`src/rtl/char_seq_pkg.sv`:
```
// ---------------------------------------------------------------------------
// char_seq_pkg
// Shared types and default geometry for the character sprite sequencer.
//   act_t        : fighter action / animation state, numerically equal to the
//                  action request code (0 idle, 1 walk, 2 attack, 3 hurt)
//   DEF_*        : default sprite geometry and animation timing
//   FRAME_PIXELS : pixels in one stored animation frame
//   ctrWidth()   : bit width for a counter that must hold 0..n-1
// ---------------------------------------------------------------------------
package char_seq_pkg;

    typedef enum logic [1:0] {
        ACT_IDLE   = 2'd0,
        ACT_WALK   = 2'd1,
        ACT_ATTACK = 2'd2,
        ACT_HURT   = 2'd3
    } act_t;

    localparam int DEF_SPRITE_W       = 41;
    localparam int DEF_SPRITE_H       = 65;
    localparam int DEF_FRAMES         = 4;
    localparam int DEF_TICKS_PER_STEP = 6;
    localparam int DEF_ADDR_W         = 16;

    localparam int FRAME_PIXELS = DEF_SPRITE_W * DEF_SPRITE_H;

    // Width needed to count 0..n-1, never narrower than one bit so that a
    // single-frame or single-tick configuration still elaborates.
    function automatic int ctrWidth(input int n);
        return (n > 1) ? $clog2(n) : 1;
    endfunction

endpackage

```
`src/rtl/char_anim_fsm.sv`:
```
// ---------------------------------------------------------------------------
// char_anim_fsm
// Animation state machine for one fighter. IDLE and WALK loop forever;
// ATTACK and HURT play once and then fall back to IDLE.
// Ports:
//   Clk        in   system clock
//   Reset      in   synchronous, active-high
//   tick_i     in   one-cycle animation tick (rising edge of frame_clk)
//   act_req_i  in   requested action
//   state_o    out  current action (registered)
//   step_o     out  current animation frame within the action (registered)
//   busy_o     out  high while an ATTACK or HURT one-shot is playing
// ---------------------------------------------------------------------------
module char_anim_fsm
    import char_seq_pkg::*;
#(
    parameter int FRAMES         = DEF_FRAMES,
    parameter int TICKS_PER_STEP = DEF_TICKS_PER_STEP,
    parameter int STEP_W         = ctrWidth(DEF_FRAMES),
    parameter int TICK_W         = ctrWidth(DEF_TICKS_PER_STEP)
) (
    input  logic              Clk,
    input  logic              Reset,
    input  logic              tick_i,
    input  act_t              act_req_i,
    output act_t              state_o,
    output logic [STEP_W-1:0] step_o,
    output logic              busy_o
);

    act_t              state_q;
    logic [STEP_W-1:0] step_q;
    logic [TICK_W-1:0] tickCnt_q;
    logic              busy_q;

    logic stepDone;
    logic lastStep;

    // A tick that lands on the last count of a step finishes that step;
    // finishing the last step of a one-shot ends the action.
    assign stepDone = (tickCnt_q == TICK_W'(TICKS_PER_STEP - 1));
    assign lastStep = (step_q == STEP_W'(FRAMES - 1));

    // Whole animation controller in one registered block. An accepted action
    // change always restarts the animation and swallows any tick arriving in
    // the same cycle. busy is derived from the next state so it moves in the
    // same cycle as the state it describes.
    always_ff @(posedge Clk) begin
        if (Reset) begin
            state_q   <= ACT_IDLE;
            step_q    <= '0;
            tickCnt_q <= '0;
            busy_q    <= 1'b0;
        end else begin
            case (state_q)
                ACT_IDLE, ACT_WALK: begin
                    if (act_req_i != state_q) begin
                        state_q   <= act_req_i;
                        step_q    <= '0;
                        tickCnt_q <= '0;
                        busy_q    <= (act_req_i == ACT_ATTACK) || (act_req_i == ACT_HURT);
                    end else if (tick_i) begin
                        if (stepDone) begin
                            tickCnt_q <= '0;
                            step_q    <= lastStep ? '0 : step_q + STEP_W'(1);
                        end else begin
                            tickCnt_q <= tickCnt_q + TICK_W'(1);
                        end
                    end
                end
                ACT_ATTACK, ACT_HURT: begin
                    if ((state_q == ACT_ATTACK) && (act_req_i == ACT_HURT)) begin
                        state_q   <= ACT_HURT;
                        step_q    <= '0;
                        tickCnt_q <= '0;
                        busy_q    <= 1'b1;
                    end else if (tick_i) begin
                        if (stepDone) begin
                            tickCnt_q <= '0;
                            if (lastStep) begin
                                state_q <= ACT_IDLE;
                                step_q  <= '0;
                                busy_q  <= 1'b0;
                            end else begin
                                step_q <= step_q + STEP_W'(1);
                            end
                        end else begin
                            tickCnt_q <= tickCnt_q + TICK_W'(1);
                        end
                    end
                end
            endcase
        end
    end

    assign state_o = state_q;
    assign step_o  = step_q;
    assign busy_o  = busy_q;

endmodule

```
`src/rtl/char_sprite_sequencer.sv`:
```
// ---------------------------------------------------------------------------
// char_sprite_sequencer
// Drives the shared character frame ROM for the player and the NPC. Each
// fighter has its own animation FSM; the current scan pixel is turned into a
// ROM address plus an in-box flag, both registered one cycle after the
// pixel is presented.
// Ports:
//   Clk, Reset                  clock, synchronous active-high reset
//   frame_clk                   per-frame strobe, each rising edge is a tick
//   DrawX, DrawY                current scan pixel
//   player_x/_y, npc_x/_y       sprite top-left corners
//   player_face_l, npc_face_l   1 = sprite mirrored horizontally
//   player_act_req, npc_act_req requested action (0 idle,1 walk,2 attack,3 hurt)
//   Player_address, NPC_address ROM addresses (0 when outside the box)
//   player_in_box, npc_in_box   pixel lies inside the sprite box
//   player_busy, npc_busy       attack or hurt one-shot in progress
// ---------------------------------------------------------------------------
module char_sprite_sequencer
    import char_seq_pkg::*;
#(
    parameter int SPRITE_W       = DEF_SPRITE_W,
    parameter int SPRITE_H       = DEF_SPRITE_H,
    parameter int FRAMES         = DEF_FRAMES,
    parameter int TICKS_PER_STEP = DEF_TICKS_PER_STEP,
    parameter int ADDR_W         = DEF_ADDR_W
) (
    input  logic              Clk,
    input  logic              Reset,
    input  logic              frame_clk,
    input  logic [9:0]        DrawX,
    input  logic [9:0]        DrawY,
    input  logic [9:0]        player_x,
    input  logic [9:0]        player_y,
    input  logic [9:0]        npc_x,
    input  logic [9:0]        npc_y,
    input  logic              player_face_l,
    input  logic              npc_face_l,
    input  logic [1:0]        player_act_req,
    input  logic [1:0]        npc_act_req,
    output logic [ADDR_W-1:0] Player_address,
    output logic [ADDR_W-1:0] NPC_address,
    output logic              player_in_box,
    output logic              npc_in_box,
    output logic              player_busy,
    output logic              npc_busy
);

    localparam int STEP_W    = ctrWidth(FRAMES);
    localparam int TICK_W    = ctrWidth(TICKS_PER_STEP);
    localparam int FRAME_PIX = SPRITE_W * SPRITE_H;

    // The box test runs at 11 bits so a sprite whose right or bottom edge
    // passes 1023 cannot wrap around and claim pixels at the screen start.
    function automatic logic inBox(input logic [9:0] drawX, input logic [9:0] drawY,
                                   input logic [9:0] posX,  input logic [9:0] posY);
        logic [10:0] dX;
        logic [10:0] dY;
        logic [10:0] pX;
        logic [10:0] pY;
        dX = {1'b0, drawX};
        dY = {1'b0, drawY};
        pX = {1'b0, posX};
        pY = {1'b0, posY};
        return (dX >= pX) && (dX < pX + 11'(SPRITE_W)) &&
               (dY >= pY) && (dY < pY + 11'(SPRITE_H));
    endfunction

    // ROM layout is action-major: frame (act*FRAMES + step), then rows of
    // SPRITE_W pixels. Mirroring just reads each row right to left.
    function automatic logic [ADDR_W-1:0] spriteAddr(
        input logic [9:0]        drawX, input logic [9:0] drawY,
        input logic [9:0]        posX,  input logic [9:0] posY,
        input logic              faceL,
        input act_t              act,
        input logic [STEP_W-1:0] step);
        logic [9:0] dx;
        logic [9:0] dy;
        logic [9:0] col;
        dx  = drawX - posX;
        dy  = drawY - posY;
        col = faceL ? (10'(SPRITE_W - 1) - dx) : dx;
        return ADDR_W'((32'(act) * 32'(FRAMES) + 32'(step)) * 32'(FRAME_PIX) +
                       32'(dy) * 32'(SPRITE_W) + 32'(col));
    endfunction

    logic frameClk_q;
    logic tick;

    act_t              playerState;
    act_t              npcState;
    logic [STEP_W-1:0] playerStep;
    logic [STEP_W-1:0] npcStep;

    logic              playerBox_d;
    logic              npcBox_d;
    logic [ADDR_W-1:0] playerAddr_d;
    logic [ADDR_W-1:0] npcAddr_d;
    logic              playerBox_q;
    logic              npcBox_q;
    logic [ADDR_W-1:0] playerAddr_q;
    logic [ADDR_W-1:0] npcAddr_q;

    // Remember last cycle's frame_clk so a rising edge becomes a single
    // one-cycle tick no matter how long frame_clk stays high.
    always_ff @(posedge Clk) begin
        if (Reset) begin
            frameClk_q <= 1'b0;
        end else begin
            frameClk_q <= frame_clk;
        end
    end

    assign tick = frame_clk & ~frameClk_q;

    char_anim_fsm #(
        .FRAMES         (FRAMES),
        .TICKS_PER_STEP (TICKS_PER_STEP),
        .STEP_W         (STEP_W),
        .TICK_W         (TICK_W)
    ) u_player_fsm (
        .Clk       (Clk),
        .Reset     (Reset),
        .tick_i    (tick),
        .act_req_i (act_t'(player_act_req)),
        .state_o   (playerState),
        .step_o    (playerStep),
        .busy_o    (player_busy)
    );

    char_anim_fsm #(
        .FRAMES         (FRAMES),
        .TICKS_PER_STEP (TICKS_PER_STEP),
        .STEP_W         (STEP_W),
        .TICK_W         (TICK_W)
    ) u_npc_fsm (
        .Clk       (Clk),
        .Reset     (Reset),
        .tick_i    (tick),
        .act_req_i (act_t'(npc_act_req)),
        .state_o   (npcState),
        .step_o    (npcStep),
        .busy_o    (npc_busy)
    );

    // Address generation for the pixel presented this cycle, using the
    // animation frame currently held by each FSM. Outside the box the address
    // is forced to 0, the transparent ROM entry.
    always_comb begin
        playerBox_d  = inBox(DrawX, DrawY, player_x, player_y);
        npcBox_d     = inBox(DrawX, DrawY, npc_x, npc_y);
        playerAddr_d = '0;
        npcAddr_d    = '0;
        if (playerBox_d) begin
            playerAddr_d = spriteAddr(DrawX, DrawY, player_x, player_y,
                                      player_face_l, playerState, playerStep);
        end
        if (npcBox_d) begin
            npcAddr_d = spriteAddr(DrawX, DrawY, npc_x, npc_y,
                                   npc_face_l, npcState, npcStep);
        end
    end

    // One pipeline stage so address and in-box flag reach the ROM together.
    always_ff @(posedge Clk) begin
        if (Reset) begin
            playerBox_q  <= 1'b0;
            npcBox_q     <= 1'b0;
            playerAddr_q <= '0;
            npcAddr_q    <= '0;
        end else begin
            playerBox_q  <= playerBox_d;
            npcBox_q     <= npcBox_d;
            playerAddr_q <= playerAddr_d;
            npcAddr_q    <= npcAddr_d;
        end
    end

    assign Player_address = playerAddr_q;
    assign NPC_address    = npcAddr_q;
    assign player_in_box  = playerBox_q;
    assign npc_in_box     = npcBox_q;

endmodule
```
`config.mk`:
```
export PLATFORM = sky130hd
export DESIGN_NAME = char_sprite_sequencer
export DESIGN_NICKNAME = d
export VERILOG_FILES = /design/src/rtl/char_seq_pkg.sv /design/src/rtl/char_anim_fsm.sv /design/src/rtl/char_sprite_sequencer.sv
export SDC_FILE = /design/constraint.sdc
export NUM_CORES = 1
export LEC_CHECK = 0
export ABC_AREA = 1
export BUFFER_PORTS_ARGS = -buffer_cell sky130_fd_sc_hd__buf_2
export CAP_MARGIN = 20
export CORE_MARGIN = 2
export CORE_UTILIZATION = 24
export CTS_BUF_LIST = sky130_fd_sc_hd__clkbuf_8
export DETAILED_ROUTE_END_ITERATION = 16
export PLACE_DENSITY = 0.47
export RECOVER_POWER = 50
export SLEW_MARGIN = 20
export SYNTH_ARGS = -nofsm -noshare
export SYNTH_HDL_FRONTEND = slang
export SYNTH_SLANG_ARGS = --single-unit
```
`constraint.sdc`:
```
create_clock -name Clk -period 11.2 [get_ports Clk]
set_input_delay 0 -clock Clk [delete_from_list [all_inputs] [get_ports Clk]]
set_output_delay 0 -clock Clk [all_outputs]
set_load 0.02 [all_outputs]
```
== Word-level counts from Yosys, hierarchy flattened ==
Index checks and enable logic that the tools add are counted.

* Flip-flop bits (word level): 51
* Logic and storage cells: 141

* Equal/unequal tests: 24
* Multipliers: 4
* Reductions and logical operators: 20
* $add $sub $neg: 20
* Magnitude comparators: 8
* Bitwise logic cells: 4
* Multiplexer cells: 48

{| class="wikitable"
|+ Operator list
! operator !! number
|-
| 10-bit by 11-bit < comparator with 1-bit output || 4
|-
| 10-bit >= comparator || 4
|-
| 2-bit 2-to-1 mux || 20
|-
| 10-bit subtractor || 4
|-
| 16-bit by 10-bit adder with 16-bit output || 2
|-
| 16-bit adder || 2
|-
| 10-bit by 6-bit multiplier with 16-bit output, second input constant || 2
|-
| 5-bit by 12-bit multiplier with 16-bit output, second input constant || 2
|-
| 3-bit 2-to-1 mux || 8
|-
| 10-bit by 6-bit adder with 11-bit output, second input constant || 2
|-
| 10-bit by 7-bit adder with 11-bit output, second input constant || 2
|-
| 2-bit == test, second input constant || 10
|-
| 10-bit 2-to-1 mux || 2
|-
| 6-bit by 10-bit subtractor with 10-bit output, first input constant || 2
|-
| 2-bit one-hot mux with 2 select lines || 4
|-
| 3-bit by 1-bit inequality test with 1-bit output, second input constant || 4
|-
| 3-bit one-hot mux with 2 select lines || 2
|-
| 2-bit OR reduction || 6
|-
| 4-bit by 2-bit adder with 5-bit output || 2
|-
| 1-bit 2-to-1 mux || 10
|-
| 1-bit logical AND || 8
|-
| 4-bit AND reduction || 2
|-
| 3-bit by 1-bit adder with 3-bit output, second input constant || 2
|-
| 3-bit == test, second input constant || 2
|-
| other kinds (10) || 20
|}

== Longest topological paths before layout ==
Gate-level depths: netlist of the first run.

* Depth in word-level cells: 7
* Depth in mapped cells: 32
* Mapped depth without buffers: 32

== Hierarchy ==
A second synthesis of the first run with hierarchy kept.

* Cell total of the unflattened synthesis: 1470
* Area total of the unflattened synthesis: 10500.1 um^2

{| class="wikitable"
|+ Modules (own cells, without submodules)
! module !! cells an instance !! instances !! area an instance (um^2)
|-
| char_sprite_sequencer || 1370 || 1 || 9656.8
|-
| char_anim_fsm || 50 || 2 || 421.7
|}

== Least setup slack after synthesis of the first run ==
No wires, ideal clock.

* Path kind: input port to flip-flop
* Start point: in DrawY[0]
* End point: reg playerAddr_q[12] (netlist: Player_address[12])
* Buffers on the path: 0
* Data arrival time: 4.921 ns
* Setup slack: 6.218 ns
* Required time: 11.139 ns
* Stages on the path: 25
* Library setup time: 0.061 ns
* Path through: inv_1 ha_1 fa_1 o21a_1 o21ai_1 xor2_1 ha_1 inv_1 fa_1 fa_1 inv_1 fa_1 inv_1 fa_1 inv_1 ha_1 nand2_1 o21ai_0 inv_1 nand2_1 nand2_1 nand2_1 xor2_1 inv_1 nor2_4

* Cells in the longest elaborated chain, start to end: 5
* Elaborated cells on any way between the ends: 10
* Those cells by class: add/sub: 3; mul: 1; order compare: 2; bitwise: 1; reduce/logical: 3

{| class="wikitable"
|+ Ends and longest elaborated chain
! item !! line !! text
|-
| from (decl) || char_sprite_sequencer.sv:31 || <nowiki>input logic [9:0] DrawY,</nowiki>
|-
| branches (longest 5 deep; another with 10-bit by 6-bit multiplier with 16-bit output) || - ||
|-
| to (signal assigned) || char_sprite_sequencer.sv:173 || <nowiki>playerAddr_q <= playerAddr_d;</nowiki>
|-
| to (decl) || char_sprite_sequencer.sv:100 || <nowiki>logic [ADDR_W-1:0] playerAddr_q;</nowiki>
|}

Several ways; the timed one is not identified.
A chain may end at the register's enable or synchronous reset.

== Final worst setup path of the first run ==
* Start point: in DrawY[0]
* End point: reg playerAddr_q[14] (netlist: Player_address[14])

Same word-level chain as after synthesis.

==> results of run 1 <==
## cell type report
cell class / instances / share of cell area [%]
Tap cell: 585 / 6.20
Clock buffer: 5 / 0.583
Multi-Input combinational cell: 1051 / 67.9
Timing Repair Buffer: 108 / 4.35
Clock inverter: 3 / 0.371
Inverter: 372 / 11.8
Antenna cell: 4 / 0.0847
Sequential cell: 51 / 8.64
## worst min-delay path by stage
stage / from / end / slack [ns] / cells after the start
floorplan: Reset / u_npc_fsm.busy_o / 0.07 / 1
global placement: frame_clk / frameClk_q / 0.28 / 3
detailed placement: frame_clk / frameClk_q / 0.28 / 3
CTS: npc_act_req[1] / u_npc_fsm.state_o[1] / 0.01 / 3
global route: npc_act_req[1] / u_npc_fsm.busy_o / 0.04 / 3
finish: npc_act_req[1] / u_npc_fsm.busy_o / 0.02 / 3
## critical path: cells and delay by family
family / cells / cell delay (ns)
adders and majority gates: 8 / 3.40
AOI/OAI and AO/OA: 3 / 0.59
buffers and inverters: 8 / 0.51
xor gates and xnor gates: 2 / 0.51
and+or+nand+nor: 5 / 0.44
## sequential cells by signal, summed over array words and instances, names as in the netlist
name and flops:
NPC_address 16, Player_address 16, frameClk_q 1, npc_in_box 1, player_in_box 1, u_npc_fsm.busy_o 1, u_npc_fsm.state_o 2, u_npc_fsm.step_o 2
u_npc_fsm.tickCnt_q 3, u_player_fsm.busy_o 1, u_player_fsm.state_o 2, u_player_fsm.step_o 2, u_player_fsm.tickCnt_q 3
## cells in the mapped netlist (all sizes together) (3+ instances only)
library cell / instances / area [um^2]
a211oi: 5 / 37.5
a21o: 4 / 30.0
a21oi: 64 / 320
a31oi: 4 / 25.0
dfxtp: 51 / 1020
fa: 72 / 1440
ha: 212 / 2650
inv: 370 / 1390
nand2: 320 / 1230
nand3: 78 / 413
nand3b: 12 / 90.1
nand4: 11 / 68.8
nor2: 114 / 538
nor3: 15 / 90.1
nor3b: 3 / 22.5
o21ai: 33 / 169
o21bai: 5 / 37.5
or2: 4 / 25.0
xnor2: 25 / 219
xor2: 58 / 508
## power by group through the flow
stage | clock [mW] | sequential (mW) | combinational (mW)
detailed placement | 0 | 0.228 | 3.19
CTS | 0.152 | 0.224 | 3.22
floorplan | 0 | 0.250 | 2.49
global placement | 0 | 0.228 | 3.19
global route | 0.156 | 0.227 | 3.71
finish | 0.143 | 0.224 | 3.15
## stage by stage
stage          setup slack, ns  util (%)  instance area [um^2]  hold slack [ns]
3_5_place_dp              5.70      27.2                 11700            0.278
3_3_place_gp              5.69      27.2                 11700            0.277
4_1_cts                   6.03      27.5                 11800          0.00966
2_1_floorplan             6.22         -                 10500           0.0691
6_report                  6.03      27.4                 11800           0.0185
5_1_grt                   5.66      27.4                 11800           0.0445
## kinds of logic (layout without fill, tap and decap cells)
kind of cell | after synthesis | after routing
AOI/OAI and AO/OA | 126 | 126
xor gates and xnor gates | 83 | 83
adders and majority gates | 284 | 284
buffers and inverters | 374 | 488
DFF | 51 | 51
other | 0 | 4
and+or+nand+nor | 558 | 558
## per-layer routing
metal | track usage (%) | vias up | share of wire [%]
met5 | 0 | - | 0
li1 | - | 4787 | -
met4 | 2.39 | 0 | 0.99
met1 | 18.9 | 4141 | 54
met2 | 19.9 | 99 | 41
met3 | 1.66 | 7 | 3.9
## what timing repair did
action                                 in CTS  in global routing
buffers inserted                            0                  0
hold buffers                                4                  0
endpoints found under the hold margin       5                  0
==> metrics.md, run 1 <==
| Metric | Value |
|---|---|
| RSZ-0062 raised after global routing | `false` |
| Pins over their slew limit | `0` |
| Syn avg cell area | `7.10 um^2` |
| Clock skew | `0.0159 ns` |
| Die Height | `213 um` |
| Port Buf Inserts | `104` |
| Pre-antenna DRT Iters | `4` |
| CTS tree | `yes` |
| Switch Pwr | `2.04 mW` |
| Relative slew margins | `55.7%` |
| Xor/xnor share of the synthesized area | `6.94%` |
| RR Startpoint | `u_npc_fsm.state_o[1]` |
| Pwr Density | `297 mW/mm^2` |
| Logic pwr share | `89.6%` |
| Final WL | `27500 um` |
| Seq pwr share | `6.4%` |
| Placeable Area | `0.0431 mm^2` |
| Flops & latches, synth | `51` |
| MaxCap Viol Count | `0` |
| Leakage | `6.56 nW` |
| Area occupied by multi-input gates | `0.00803 mm^2` |
| R2r endpoint | `NPC_address[15]` |
| Syn_nets | `1829` |
| GRT overflow | `0` |
| Via count | `9034` |
| Storage cell area | `0.00102 mm^2` |
| Cells after DPL | `2163` |
| CTS Buf Count | `5` |
| Number of synthesis warnings | `0` |
| Gr usage total | `12.8%` |
| Commonest cells after routing, fill and taps aside | `inv_1, nand2_1, ha_1, nor2_1, nand3_1` |
| Worst Path Class, Setup | `primary input to register` |
| Maximum net fanout on the critical path | `4` |
| CP Data Required Time | `11.47 ns` |
| CTS root buf | `clkbuf_8` |
| Startpoint types | `primary input` |
| Status | `finished clean` |
| Setup TNS | `0 ns` |
| Post-synth EDFFs | `0` |
| Worst Path Arrival | `5.44 ns` |
| Final worst path period need | `5.17 ns` |
| Final-report hold violation count | `0` |
| R2R Setup Slk | `6.94 ns` |
| # fillers | `4800` |
| Initial DRC Count | `333` |
| Slew @ Worst Pin | `0.662 ns` |
| Syn Std Cell Area | `0.0105 mm^2` |
| Area growth, synth to finish | `12.8%` |
| Post-DRT Antenna Nets | `0` |
| Number of remaining DRC errors | `0` |
| Ys async rst share | `0%` |
| Unique masters post-synth | `41` |
| Skew-Pair Late Insertion Delay | `0.35 ns` |
| HP Class | `primary input to register` |
| Die area | `0.0453 mm^2` |
| Nets | `1942` |
| CP Capture Type | `register` |
| DR vias/cell | `4.15` |
| Initial antenna violation count | `4` |
| Initial Util | `24.3%` |
| Hpwl dp | `24700 um` |
| Main combinational cell family by area after synthesis | `adder cells` |
| Most used cell, CP | `inv_1` |
| Reg clk slew, reported paths | `0.12 ns` |
| Longest Clk Path Bufs | `2` |
| Post-CTS sizing | `0` |
| Register-to-Register Path Depth | `19` |
| Compound-Gate Fraction of Synth Area | `6.90%` |
| Clock power share | `4.1%` |
| Fin crit share | `46.1%` |
| Fraction of layout instances using a drive strength above 1 | `8.36%` |
| Finish-stage setup viols | `0` |
| Critical Path Sink | `Player_address[14]` |
| Largest net degree at the start of global routing | `18` |
| Max VDD drop | `210 uV` |
| Critical Path Max Stage Delay | `0.55 ns` |
| Post-synthesis mux area share | `0%` |
| Post-synthesis cell count | `1476` |
| H-tree depth | `2` |
| Int Power | `1.47 mW` |
| Synth Area in Adders | `39.1%` |
| Layout Cells excl Fill | `2179` |
| Sw Ratio | `58.2%` |
| Sequential cell area fraction in the yosys report | `9.75%` |
| Global-route wire length before repair | `46100 um` |
| Final Power | `3.51 mW` |
| F_max | `194 MHz` |
| Sink Count | `51` |
| Simple-gate area share of the yosys netlist | `23.7%` |
| Routability cong. | `0.867` |
| Worst setup path start | `DrawY[0]` |
| Commonest non-fill, non-tap cell in the layout | `inv_1` |
| Chip Width | `213 um` |
| Slowest CP cell | `fa_1` |
| Vias in the first global route | `9097` |
| Wirelength per Cell | `12.6 um` |
| Top FF cell, synth | `dfxtp_1` |
| Row count | `76` |
| Ports | `105` |
Note: power is estimated with default switching activity, not from simulation.
==> run 2, diff against run 1 <==
--- a/config.mk
+++ b/config.mk
@@ -5,7 +5,7 @@
 export SDC_FILE = /design/constraint.sdc
 export NUM_CORES = 1
 export LEC_CHECK = 0
-export ABC_AREA = 1
+export ABC_AREA = 0
 export BUFFER_PORTS_ARGS = -buffer_cell sky130_fd_sc_hd__buf_2
 export CAP_MARGIN = 20
 export CORE_MARGIN = 2
==> constraint.sdc (replaced) <==
create_clock -name Clk -period 5.2 [get_ports Clk]
set_input_delay 0 -clock Clk [delete_from_list [all_inputs] [get_ports Clk]]
set_output_delay 0 -clock Clk [all_outputs]
set_load 0.02 [all_outputs]
==> metrics.md, run 2 <==
| Metric | Value |
|---|---|
| RR Startpoint | `u_player_fsm.step_o[0]` |
| Nets | `1711` |
| Fin crit share | `95.7%` |
| Number of synthesis warnings | `0` |
| Initial DRC Count | `188` |
| Clock skew | `0.0129 ns` |
| Top FF cell, synth | `dfxtp_1` |
| Flops & latches, synth | `51` |
| CP Data Required Time | `5.46 ns` |
| Initial Util | `24.3%` |
| Synth Area in Adders | `42.7%` |
| Leakage | `5.96 nW` |
| Placeable Area | `0.0395 mm^2` |
| Initial antenna violation count | `4` |
| Final-report hold violation count | `0` |
| Proportion of netlist area held by the largest area contributor | `27.7%` |
| CTS Buf Count | `5` |
| Setup slack at placement | `-0.418 ns` |
| HP Class | `primary input to register` |
| Skew-Pair Late Insertion Delay | `0.35 ns` |
| Busiest layer in global routing | `met2` |
| Ports | `105` |
| Xor/xnor share of the synthesized area | `9.00%` |
| Worst Path Class, Setup | `primary input to register` |
| Die Height | `204 um` |
| Post-synthesis mux area share | `0.209%` |
| Clock power share | `4.0%` |
| Max VDD drop | `612 uV` |
| Ys async rst share | `0%` |
| Final worst path period need | `4.98 ns` |
| Startpoint types | `primary input` |
| CP Capture Type | `register` |
| Via count | `8042` |
| Number of remaining DRC errors | `0` |
| # fillers | `4284` |
| RSZ-0062 raised after global routing | `true` |
| Compound-Gate Fraction of Synth Area | `14.8%` |
| Fraction of layout instances using a drive strength above 1 | `19.6%` |
| Met3 Resource Use GR | `2.26%` |
| Longest Clk Path Bufs | `2` |
| Maximum net fanout on the critical path | `4` |
| Pre-antenna DRT Iters | `4` |
| Area growth, synth to finish | `25.3%` |
| Slew @ Worst Pin | `1.03 ns` |
| GRT met1 Usage | `14.9%` |
| Synth area leaders | `ha_1, fa_1, dfxtp_1, inv_1, xnor2_1` |
| Post-synthesis cell count | `1126` |
| Global-route wire length before repair | `41200 um` |
| Port Buf Inserts | `104` |
| Layout Cells excl Fill | `1884` |
| Syn Std Cell Area | `0.00959 mm^2` |
| Pins over their slew limit | `0` |
| Pwr Density | `624 mW/mm^2` |
| Chip Width | `204 um` |
| Commonest non-fill, non-tap cell in the layout | `inv_1` |
| Sw Ratio | `47.2%` |
| Post-DRT Antenna Nets | `0` |
| Simple-gate area share of the yosys netlist | `13.2%` |
| Worst Path Arrival | `5.24 ns` |
| Die area | `0.0416 mm^2` |
| Sink Count | `51` |
| Logic pwr share | `89.8%` |
| Routability cong. | `0.864` |
| Count leader, synth | `inv_1` |
| Gr usage total | `12.5%` |
| H-tree depth | `2` |
| Top cell type by total area after synthesis | `ha_1` |
| Hpwl dp | `22300 um` |
| CTS root buf | `clkbuf_8` |
| Post-synth EDFFs | `0` |
| MaxCap Viol Count | `0` |
| Hold Crit Start | `Reset` |
| Wirelength per Cell | `13.2 um` |
| Row count | `73` |
| Unique masters post-synth | `71` |
| DR vias/cell | `4.27` |
| Final WL | `24900 um` |
| Reg clk slew, reported paths | `0.11 ns` |
| Cells after DPL | `1865` |
| Final worst slack | `0.221 ns` |
| Status | `finished clean` |
| F_max | `201 MHz` |
| Relative slew margins | `30.8%` |
| Int Power | `3.96 mW` |
| Syn avg cell area | `8.52 um^2` |
| Seq pwr share | `6.1%` |
| Met2 Usage GRT | `23.3%` |
| GRT overflow | `0` |
| Final Power | `7.50 mW` |
| Finish-stage setup viols | `0` |
| Largest net degree at the start of global routing | `18` |
| CTS tree | `yes` |
| Worst setup path start | `npc_y[1]` |
| Syn_nets | `1479` |
| Area post-placement | `0.0117 mm^2` |
| Sequential cell area fraction in the yosys report | `10.6%` |
| Vias in the first global route | `8401` |
| Final Core Density | `30.4%` |
| Synth top cells by count | `inv_1, ha_1, fa_1` |
| Main combinational cell family by area after synthesis | `adder cells` |
| Switch Pwr | `3.54 mW` |
| Commonest cells after routing, fill and taps aside | `inv_1, ha_1, buf_4, fa_1` |
| Fin area | `0.0120 mm^2` |
run 2: final cells by class:
type	count	area, um^2	area share [%]
diodes	1	2.50	0.0208
clock buffers	5	68.8	0.573
flip-flops and latches	51	1020	8.50
multi-input cells	835	7900	65.8
clock inverters	2	37.5	0.312
inverters	234	881	7.33
well taps	525	657	5.47
repair buffers	231	1440	12.0
run 2: cell families after synthesis:
group	count (synthesis)
buffers and inverters	240
flip-flops	51
AND/OR/NAND/NOR	246
multiplexers	2
XOR/XNOR	97
adder cells (fa/ha/maj)	284
AO/OA/AOI/OAI	206
run 2: path summary, 6_finish.rpt:
| check | cells after the start | end | slack [ns] |
|---|---|---|---|
| max | 24 | NPC_address[13] | 0.22 |
| min | 2 | u_npc_fsm.state_o[0] | 0.04 |
| max reg2reg | 16 | Player_address[14] | 0.81 |
| min reg2reg | 2 | u_npc_fsm.busy_o | 0.49 |
run 2: metal layers:
layer  share of wire, %  routed length (um)
met1                 45               11200
met2                 51               12700
met3                2.9                 734
met4                1.3                 326
met5               0.17                  42
run 2: power by group through the flow:
stage                     clock (mW)  sequential (mW)  combinational [mW]
final                          0.304            0.460                6.74
after global routing           0.336            0.466                7.72
after CTS                      0.327            0.460                6.50
after detailed placement           0            0.469                6.36
after global placement             0            0.470                6.37
after floorplan                    0            0.513                4.35
run 2: repair_timing:
action | 4_1_cts | 5_1_grt
pin swaps | 2 | 35
resized for setup | 3 | 44
setup endpoints to repair | 2 | 11
hold buffers | 5 | 0
buffers inserted | 0 | 6
hold endpoints to repair | 5 | 0
run 2: critical path, cell delays in order:
cell      delay (ns)
buf_2           0.12
inv_2           0.07
ha_4            0.19
nor2b_1         0.13
o21ai_2         0.17
a21boi_2        0.08
o21a_1          0.20
or2_4           0.24
xor2_2          0.15
ha_1            0.30
fa_1            0.54
inv_1           0.06
fa_1            0.54
inv_1           0.06
fa_1            0.53
inv_1           0.05
fa_1            0.50
inv_2           0.05
ha_4            0.23
and3_4          0.17
a221oi_4        0.34
nand2b_1        0.15
a31oi_1         0.08
a211oi_1        0.28
run 2: per-stage QoR:
step	TNS [ns]	hold WS [ns]
4_1_cts	0	0.0234
3_3_place_gp	-2.91	0.230
2_1_floorplan	0	0.128
5_1_grt	-0.0186	0.0438
3_5_place_dp	-3.44	0.232
6_report	0	0.0416
